--- src/rtl/demux_rr_dispatcher_if.sv ---
// Handshake and bus bundle between the round-robin dispatcher, its producer and N consumers.
// The DUT side uses the slave modport; the environment drives through master.
interface demux_rr_dispatcher_if #(
  parameter int unsigned N = 2,
  parameter int unsigned W = 8
);
  localparam int unsigned SW = $clog2(N);

  logic          in_valid;
  logic [W-1:0]  in_data;
  logic          in_ready;
  logic [N-1:0]  out_valid;
  logic [W-1:0]  out_data;
  logic [N-1:0]  out_ready;
  logic [SW-1:0] sel;
  logic [15:0]   stall_cnt;

  modport master (
    output in_valid, in_data, out_ready,
    input  in_ready, out_valid, out_data, sel, stall_cnt
  );

  modport slave (
    input  in_valid, in_data, out_ready,
    output in_ready, out_valid, out_data, sel, stall_cnt
  );
endinterface

--- src/rtl/demux_rr_dispatcher.sv ---
// Single-entry round-robin dispatcher feeding N demux channels from one valid/ready stream.
// Define DEMUX_SKIP_EN to let a stalled target be skipped in favour of the next ready channel.
module demux_rr_dispatcher #(
  parameter int unsigned N = 2,
  parameter int unsigned W = 8
) (
  input logic                   clk,
  input logic                   rst,
  demux_rr_dispatcher_if.slave  bus
);
  localparam int unsigned SW = $clog2(N);
  localparam int          NI = int'(N);

  typedef enum logic {StIdle, StHold} state_e;

  state_e        r_state;
  logic [SW-1:0] r_sel;
  logic [W-1:0]  r_data;
  logic [15:0]   r_stall;

  logic          w_in_xfer;
  logic          w_out_xfer;
  logic          w_in_ready;
  logic [SW-1:0] w_sel_inc;

  assign w_in_ready = !rst && (r_state == StIdle || bus.out_ready[r_sel]);
  assign w_in_xfer  = bus.in_valid && w_in_ready;
  assign w_out_xfer = (r_state == StHold) && bus.out_ready[r_sel];
  assign w_sel_inc  = (r_sel == SW'(N - 1)) ? '0 : r_sel + 1'b1;

`ifdef DEMUX_SKIP_EN
  logic          w_skip_hit;
  logic [SW-1:0] w_skip_sel;
  int            w_best;
  int            w_dist;

  // Nearest ready channel strictly after r_sel in round-robin order.
  always_comb begin
    w_skip_hit = 1'b0;
    w_skip_sel = r_sel;
    w_best     = NI;
    w_dist     = 0;
    for (int j = 0; j < NI; j++) begin
      w_dist = (j + NI - int'(r_sel)) % NI;
      if (bus.out_ready[j] && w_dist != 0 && w_dist < w_best) begin
        w_best     = w_dist;
        w_skip_hit = 1'b1;
        w_skip_sel = SW'(j);
      end
    end
  end
`endif

  always_ff @(posedge clk or posedge rst) begin
    if (rst) begin
      r_state <= StIdle;
      r_sel   <= '0;
      r_data  <= '0;
      r_stall <= '0;
    end else begin
      case (r_state)
        StIdle: begin
          if (w_in_xfer) begin
            r_data  <= bus.in_data;
            r_state <= StHold;
          end
        end
        StHold: begin
          if (w_out_xfer) begin
            r_sel <= w_sel_inc;
            if (w_in_xfer) begin
              r_data <= bus.in_data;
            end else begin
              r_state <= StIdle;
            end
          end else begin
            if (r_stall != 16'hFFFF) begin
              r_stall <= r_stall + 16'd1;
            end
`ifdef DEMUX_SKIP_EN
            if (w_skip_hit) begin
              r_sel <= w_skip_sel;
            end
`endif
          end
        end
        default: r_state <= StIdle;
      endcase
    end
  end

  assign bus.in_ready  = w_in_ready;
  assign bus.out_valid = (r_state == StHold) ? ({{(N-1){1'b0}}, 1'b1} << r_sel) : '0;
  assign bus.out_data  = r_data;
  assign bus.sel       = r_sel;
  assign bus.stall_cnt = r_stall;
endmodule

--- src/flat_wrapper.sv ---
// flat-port wrapper written by rule: the top's interface ports become plain ports
module demux_rr_dispatcher_flat 
#(
  parameter int unsigned N = 2,
  parameter int unsigned W = 8
)
  (clk, rst, bus_in_valid, bus_in_data, bus_out_ready, bus_in_ready, bus_out_valid, bus_out_data, bus_sel, bus_stall_cnt);
  demux_rr_dispatcher_if #(.N(N), .W(W)) bus_i ();
  input logic clk;
  input logic rst;
  input wire logic [$bits(bus_i.in_valid)-1:0] bus_in_valid;
  input wire logic [$bits(bus_i.in_data)-1:0] bus_in_data;
  input wire logic [$bits(bus_i.out_ready)-1:0] bus_out_ready;
  output wire logic [$bits(bus_i.in_ready)-1:0] bus_in_ready;
  output wire logic [$bits(bus_i.out_valid)-1:0] bus_out_valid;
  output wire logic [$bits(bus_i.out_data)-1:0] bus_out_data;
  output wire logic [$bits(bus_i.sel)-1:0] bus_sel;
  output wire logic [$bits(bus_i.stall_cnt)-1:0] bus_stall_cnt;
  assign bus_i.in_valid = bus_in_valid;
  assign bus_i.in_data = bus_in_data;
  assign bus_i.out_ready = bus_out_ready;
  assign bus_in_ready = bus_i.in_ready;
  assign bus_out_valid = bus_i.out_valid;
  assign bus_out_data = bus_i.out_data;
  assign bus_sel = bus_i.sel;
  assign bus_stall_cnt = bus_i.stall_cnt;
  demux_rr_dispatcher #(.N(N), .W(W)) u_core (.clk(clk), .rst(rst), .bus(bus_i));
endmodule
--- config.mk ---
export PLATFORM = sky130hd
export DESIGN_NAME = demux_rr_dispatcher_flat
export DESIGN_NICKNAME = d
export VERILOG_FILES = /design/src/rtl/demux_rr_dispatcher_if.sv /design/src/rtl/demux_rr_dispatcher.sv /design/src/flat_wrapper.sv
export SDC_FILE = /design/constraint.sdc
export NUM_CORES = 1
export LEC_CHECK = 0
export ABC_AREA = 1
export CORE_MARGIN = 4
export CORE_UTILIZATION = 45
export CTS_BUF_LIST = sky130_fd_sc_hd__clkbuf_4
export CTS_CLUSTER_SIZE = 20
export DETAILED_ROUTE_END_ITERATION = 7
export GPL_ROUTABILITY_DRIVEN = 0
export PLACE_DENSITY_LB_ADDON = 0.05
export RECOVER_POWER = 25
export SYNTH_ARGS = -nofsm -noshare
export SYNTH_HDL_FRONTEND = slang
export SYNTH_SLANG_ARGS = --single-unit
--- constraint.sdc ---
create_clock -name clk -period 1.55 [get_ports clk]
set_input_delay 0.3875 -clock clk [delete_from_list [all_inputs] [get_ports clk]]
set_output_delay 0.3875 -clock clk [all_outputs]
set_load 0.03 [all_outputs]
**Word-level counts from Yosys, hierarchy flattened**

Cells that the tools add are included.

- Equality and inequality tests: 2
- Reductions and logical operators: 7
- Divide/modulo/power cells: 0
- Muxes and demuxes: 10
- Bitwise gates (word level): 2
- Shift-type cells: 1
- Add/subtract/negate cells: 2
- $lt $le $gt $ge: 1
- Multiply operators: 0

Operator list:

| operator | count |
|---|---|
| $add 16x1->16 const B | 1 |
| $mux 8 | 2 |
| $ne 16x16->1 const B | 1 |
| $pmux 8 s2 | 1 |
| $mux 1 | 5 |
| $logic_and 1x1->1 | 3 |
| $reduce_and 3->1 | 1 |
| $lt 1x2->1 const B | 1 |
| $mux 2 | 1 |
| $ne 2x2->1 const B | 1 |
| $not 1->1 | 2 |
| $pmux 1 s2 | 1 |
| $reduce_and 2->1 | 1 |
| $shl 1x1->2 const A | 1 |
| $add 1x1->1 const B | 1 |
| $logic_not 1->1 | 1 |
| $logic_or 1x1->1 | 1 |

- RAM bits: 0
- Output and inout port bits: 28
- Word-level logic and storage cells: 29
- Register bits: 26
- Bits in read-only memories: 0
- Bits in latches: 0
- Input port bits: 13
- Memories: 0

**Longest topological paths before layout**

- Depth after elaboration: 8
- Mapped depth: 9
- Mapped depth without buffers: 9

**Worst setup path after synthesis**

No wires, ideal clock.

- Kind: register -> register
- From: register u_core.r_stall[1] (netlist: u_core.bus.stall_cnt[1])
- To: register u_core.r_stall[13] (netlist: u_core.bus.stall_cnt[13])
- Setup time: 0.117 ns
- Period minus slack after synthesis: 1.612 ns
- Path slack: -0.062 ns
- Stages on the path, launching flop included: 8
- Buffers on the path: 1
- Arrival: 1.495 ns
- Required time: 1.433 ns
- Path through: dfrtp_1 -> ha_1 -> nand3_2 -> nor2_4 -> a21oi_1 -> buf_2 -> nand2_1 -> nand2_1

- Cells in the longest elaborated chain, start to end: 2
- Elaborated cells between the ends (all ways): 3
- Those cells by class: add/sub: 1; eq/ne: 1; reduce/logical: 1

RTL lines:

| item | line | RTL |
|---|---|---|
| from (decl) | demux_rr_dispatcher.sv:19 | `logic [15:0] r_stall;` |
| from (signal assigned) | demux_rr_dispatcher.sv:78 | `r_stall <= r_stall + 16'd1;` |
| parallel branches: the longest is 2 deep, another holds $add 16x1->16 | -- |  |

Parallel ways; which one is timed is not known.
A chain may end at the register's enable or synchronous reset.

**Final worst setup path**

- From: register u_core.r_sel (netlist: u_core.bus.sel)
- To: output bus_in_ready

- Cells in the longest elaborated chain, start to end: 4

RTL lines:

| item | line | RTL |
|---|---|---|
| from (decl) | demux_rr_dispatcher.sv:17 | `logic [SW-1:0] r_sel;` |
| from (signal assigned) | demux_rr_dispatcher.sv:70 | `r_sel <= w_sel_inc;` |
| $mux 1 (implied by the code) (2 in series) | demux_rr_dispatcher.sv:26 | `assign w_in_ready = !rst && (r_state == StIdle \|\| bus.out_ready[r_sel]);` |
| $logic_or 1x1->1 | demux_rr_dispatcher.sv:26 |  |
| $logic_and 1x1->1 | demux_rr_dispatcher.sv:26 |  |
| to (decl) | flat_wrapper.sv:14 | `output wire logic [$bits(bus_i.in_ready)-1:0] bus_in_ready;` |

No other way between the ends. The select of a mux whose other input is x is not followed.

==> summary.md <==
| Metric | Value |
|---|---|
| Run status | complete, but fails checks |
| Violations in the final reports | negative setup slack |
| Multi-input combinational cell area | between 700 and 800 um2 |
| Total power draw | ~2.4 mW |
| Wire length of the first global-routing pass | slightly above 7000 um |
| Cell types with the largest area share after synthesis | sky130_fd_sc_hd__dfrtp_1 (44%), sky130_fd_sc_hd__nand2_1 (23%), sky130_fd_sc_hd__nand3_1 (5.1%) |
| CP endpoint | bus_in_ready |
| Site Rows | 20 |
| Maximum capacitance violations | 0 |
| Core utilization of the finished layout | 72.7% |
| Iteration-0 DRC count of the detailed router | 102 |
| Warnings from Yosys | 0 |
| Number of buffers on the longest clock path | 2 |
| Initial cell density of the core | about 48% |
| CTS clk-pin slew, worst paths | between 0.1 and 0.15 ns |
| First-pass iteration count of the detailed router | 4 |
| FF-to-FF setup slack | about 0.090 ns |
| Worst reg2reg path depth | 6 |
| Count of inserted antenna diode cells | 0 |
| Sequential cell area fraction in the yosys report | about 44% |
| Critical Path Sink Type | primary output |
| Library cells used by synthesis | 23 |
| Cell Area, Placed | around 0.0020 mm2 |
| Reg-to-reg critical path endpoint | u_core.bus.stall_cnt[6] |
| DRC violations left | 0 |
| Final worst-path cycle share | 110% |
| Syn Std Cell Area | roughly 0.0015 mm2 |
| Via count of the routed design | approximately 1.6k |
| Most used flip-flop cell after synthesis | sky130_fd_sc_hd__dfrtp_1 |
| Inserted Clock Buffers | 3 |
| Required time of the critical path | approximately 1.2 ns |
| WHS | 0.497 ns |
| Detail-routed via count per cell | between 4 and 5 |
| Post-layout worst setup margin | -0.156 ns |
| Combined global-route utilization of all metal layers | between 20% and 30% |
| Setup crit start kind | flip-flop |
| Detailed placer's ending HPWL | between 2000 and 3000 um |
| F_max | slightly below 600 MHz |
| Floorplan die height | approximately 65 um |
| P per Cell Area | around 1100 mW/mm2 |
| Number of antenna violations at the first check in global routing | 0 |
| Clock root buffer | sky130_fd_sc_hd__clkbuf_4 |
| Final hold violation count | 0 |
| Final min period | 1.71 ns |
| Worst setup skew after layout | between 0.007 and 0.008 ns |
| Average footprint of a synthesized cell | about 7.4 um2 |
| Storage element area | ~650 um2 |
| Ranking of synthesized cells by instance count | sky130_fd_sc_hd__nand2_1 (91), sky130_fd_sc_hd__dfrtp_1 (26), sky130_fd_sc_hd__inv_1 (16), sky130_fd_sc_hd__nand3_1 (15), sky130_fd_sc_hd__nor2_1 (13) |
| CP Launch Point | u_core.bus.sel |
| Area added between synthesis and finish | 52.5% |
| Area share of the largest cell type after synthesis | between 40% and 50% |
| Slew Viols, Final | 0 |
| P_leak | about 1.2 nW |
| Overall overflow remaining after global route | 0 |
| Worst vdd ir | just over 0.0006 V |
| TritonCTS clock tree | yes |
| Average wire length per cell after detail routing | between 10 and 15 um |
| Actual slew at the worst max-slew pin | ~0.56 ns |
| H-tree depth | 1 |
| Number of enable flip-flop cells after synthesis | 0 |
| Post-CTS Hold Fix Bufs | 0 |
| Worst hold path stage count | 2 |
| Nets in the synthesized netlist | between 200 and 250 |
| Core Box Area | roughly 0.003 mm2 |
| Worst min path class | flip-flop to flip-flop |
| Finish-stage setup viols | 2 |
| Number of global-route vias before repair | 1,587 |
| Tightest slew margin relative to the limit | between 60% and 70% |
| Number of instances in the synthesized netlist | between 150 and 200 |
| Post-synth top area cell | sky130_fd_sc_hd__dfrtp_1 |
| Final Routed Wirelength | approximately 4200 um |
| Ys async rst share | 100% |
| DIE AREA | roughly 0.0042 mm2 |
| CTS sink count | 26 |
| Critical path fanouts, max | 4 |
| Kind of critical path | flip-flop to primary output |
| Die X | around 65 um |
| Count of nets left with antenna violations after detail routing | 0 |
| Data arrival, critical path | between 1 and 1.5 ns |
| Insertion delay to the later sink of the worst-skew pair | 0.33 ns |
| RSZ-0062 raised after global routing | yes |
| Worst reg2reg path startpoint | u_core.bus.stall_cnt[0] |
| Layout fillers | 248 |
| Total number of nets in the final design | ~300 |
| Share of final-layout standard cells stronger than drive strength 1 | 27.9% |
| IO buf count | 40 |
| Number of register bits inferred by synthesis | 26 |
| Most frequently used cell type in the post-synthesis netlist | sky130_fd_sc_hd__nand2_1 |
| Pin count of the biggest net entering global routing | 18 |
| Design Area, Final | approximately 0.0022 mm2 |
| Top-level I/O count | 41 |
## cells by family after synthesis
kind of cell | count (synthesis) | synth area share, %
and+or+nand+nor | 136 | 41.9
AOI/OAI and AO/OA | 7 | 2.56
DFF | 26 | 44.3
adders and majority gates | 1 | 0.852
xor gates and xnor gates | 6 | 3.58
buffers and inverters | 23 | 6.73
## worst max-delay path: stages (launching register included)
cell	delay, ns
sky130_fd_sc_hd__dfrtp_1	0.45
sky130_fd_sc_hd__inv_2	0.09
sky130_fd_sc_hd__nand2_2	0.07
sky130_fd_sc_hd__nand2_2	0.06
sky130_fd_sc_hd__nand2_2	0.06
sky130_fd_sc_hd__inv_4	0.08
sky130_fd_sc_hd__nor2_8	0.03
sky130_fd_sc_hd__buf_6	0.14
## stage by stage
step | setup WS, ns | cells | setup TNS, ns
final | -0.156 | 324 | -0.166
after global routing | -0.276 | 324 | -0.493
after CTS | -0.174 | 319 | -0.203
after detailed placement | -0.252 | 300 | -4.56
after global placement | -0.219 | 300 | -3.61
after floorplan | 0.0348 | 199 | 0
## flip-flops by register name, indices dropped and copies added, names as in the netlist
name / flops
u_core.bus.out_data: 8
u_core.bus.sel: 1
u_core.bus.stall_cnt: 16
u_core.r_state: 1
## final cells by class
type,instances,share of cell area (%)
Tap cell,44,2.46
Multi-Input combinational cell,152,35.0
Clock buffer,3,1.01
Sequential cell,26,29.2
Inverter,20,3.47
Timing Repair Buffer,78,28.7
Clock inverter,1,0.168
## layout by cell type (no fill, tap or decap), types with 3 or more instances in the layout
master,netlist,final
sky130_fd_sc_hd__dfrtp_1,26,24
sky130_fd_sc_hd__xnor2_1,6,6
sky130_fd_sc_hd__buf_4,0,35
sky130_fd_sc_hd__clkbuf_4,0,3
sky130_fd_sc_hd__nor2_1,13,11
sky130_fd_sc_hd__inv_2,4,4
sky130_fd_sc_hd__clkdlybuf4s50_1,0,10
sky130_fd_sc_hd__dlygate4sd2_1,0,9
sky130_fd_sc_hd__nor2_2,2,3
sky130_fd_sc_hd__nand2_2,2,6
sky130_fd_sc_hd__nand4_1,6,6
sky130_fd_sc_hd__nand2_1,91,87
sky130_fd_sc_hd__clkbuf_2,0,8
sky130_fd_sc_hd__nand3_1,15,15
sky130_fd_sc_hd__clkdlybuf4s15_1,0,9
sky130_fd_sc_hd__inv_1,16,15
sky130_fd_sc_hd__o21ai_0,5,5
sky130_fd_sc_hd__buf_6,0,6
## per-layer routing
layer | share of wire (%) | up-vias | track usage [%]
met5 | 0 | - | 0
met4 | 2.4 | 0 | 8.29
met3 | 4.1 | 10 | 3.25
met2 | 51 | 39 | 36.3
met1 | 42 | 731 | 27.1
li1 | - | 781 | -
## what timing repair did
item	CTS	global route
pin swaps	3	7
cloned	0	3
resized for setup	36	40
endpoints found under the setup margin	25	40
buffers inserted	15	2
## how the worst min path moves through the flow
stage                                 startpoint                     end  slack (ns)
after floorplan                              rst  u_core.bus.out_data[0]        0.43
after global placement    u_core.bus.out_data[6]  u_core.bus.out_data[6]        0.46
after detailed placement  u_core.bus.out_data[5]  u_core.bus.out_data[5]        0.47
after CTS                 u_core.bus.out_data[5]  u_core.bus.out_data[5]        0.49
after global routing                         rst  u_core.bus.out_data[2]        0.52
final                     u_core.bus.out_data[2]  u_core.bus.out_data[2]        0.50
## power breakdown
part | switching, mW | internal, mW | total, mW
Combinational | 0.707 | 0.445 | 1.15
Sequential | 0.126 | 0.805 | 0.931
Clock | 0.212 | 0.0944 | 0.306
(Power assumes the default switching activity.)
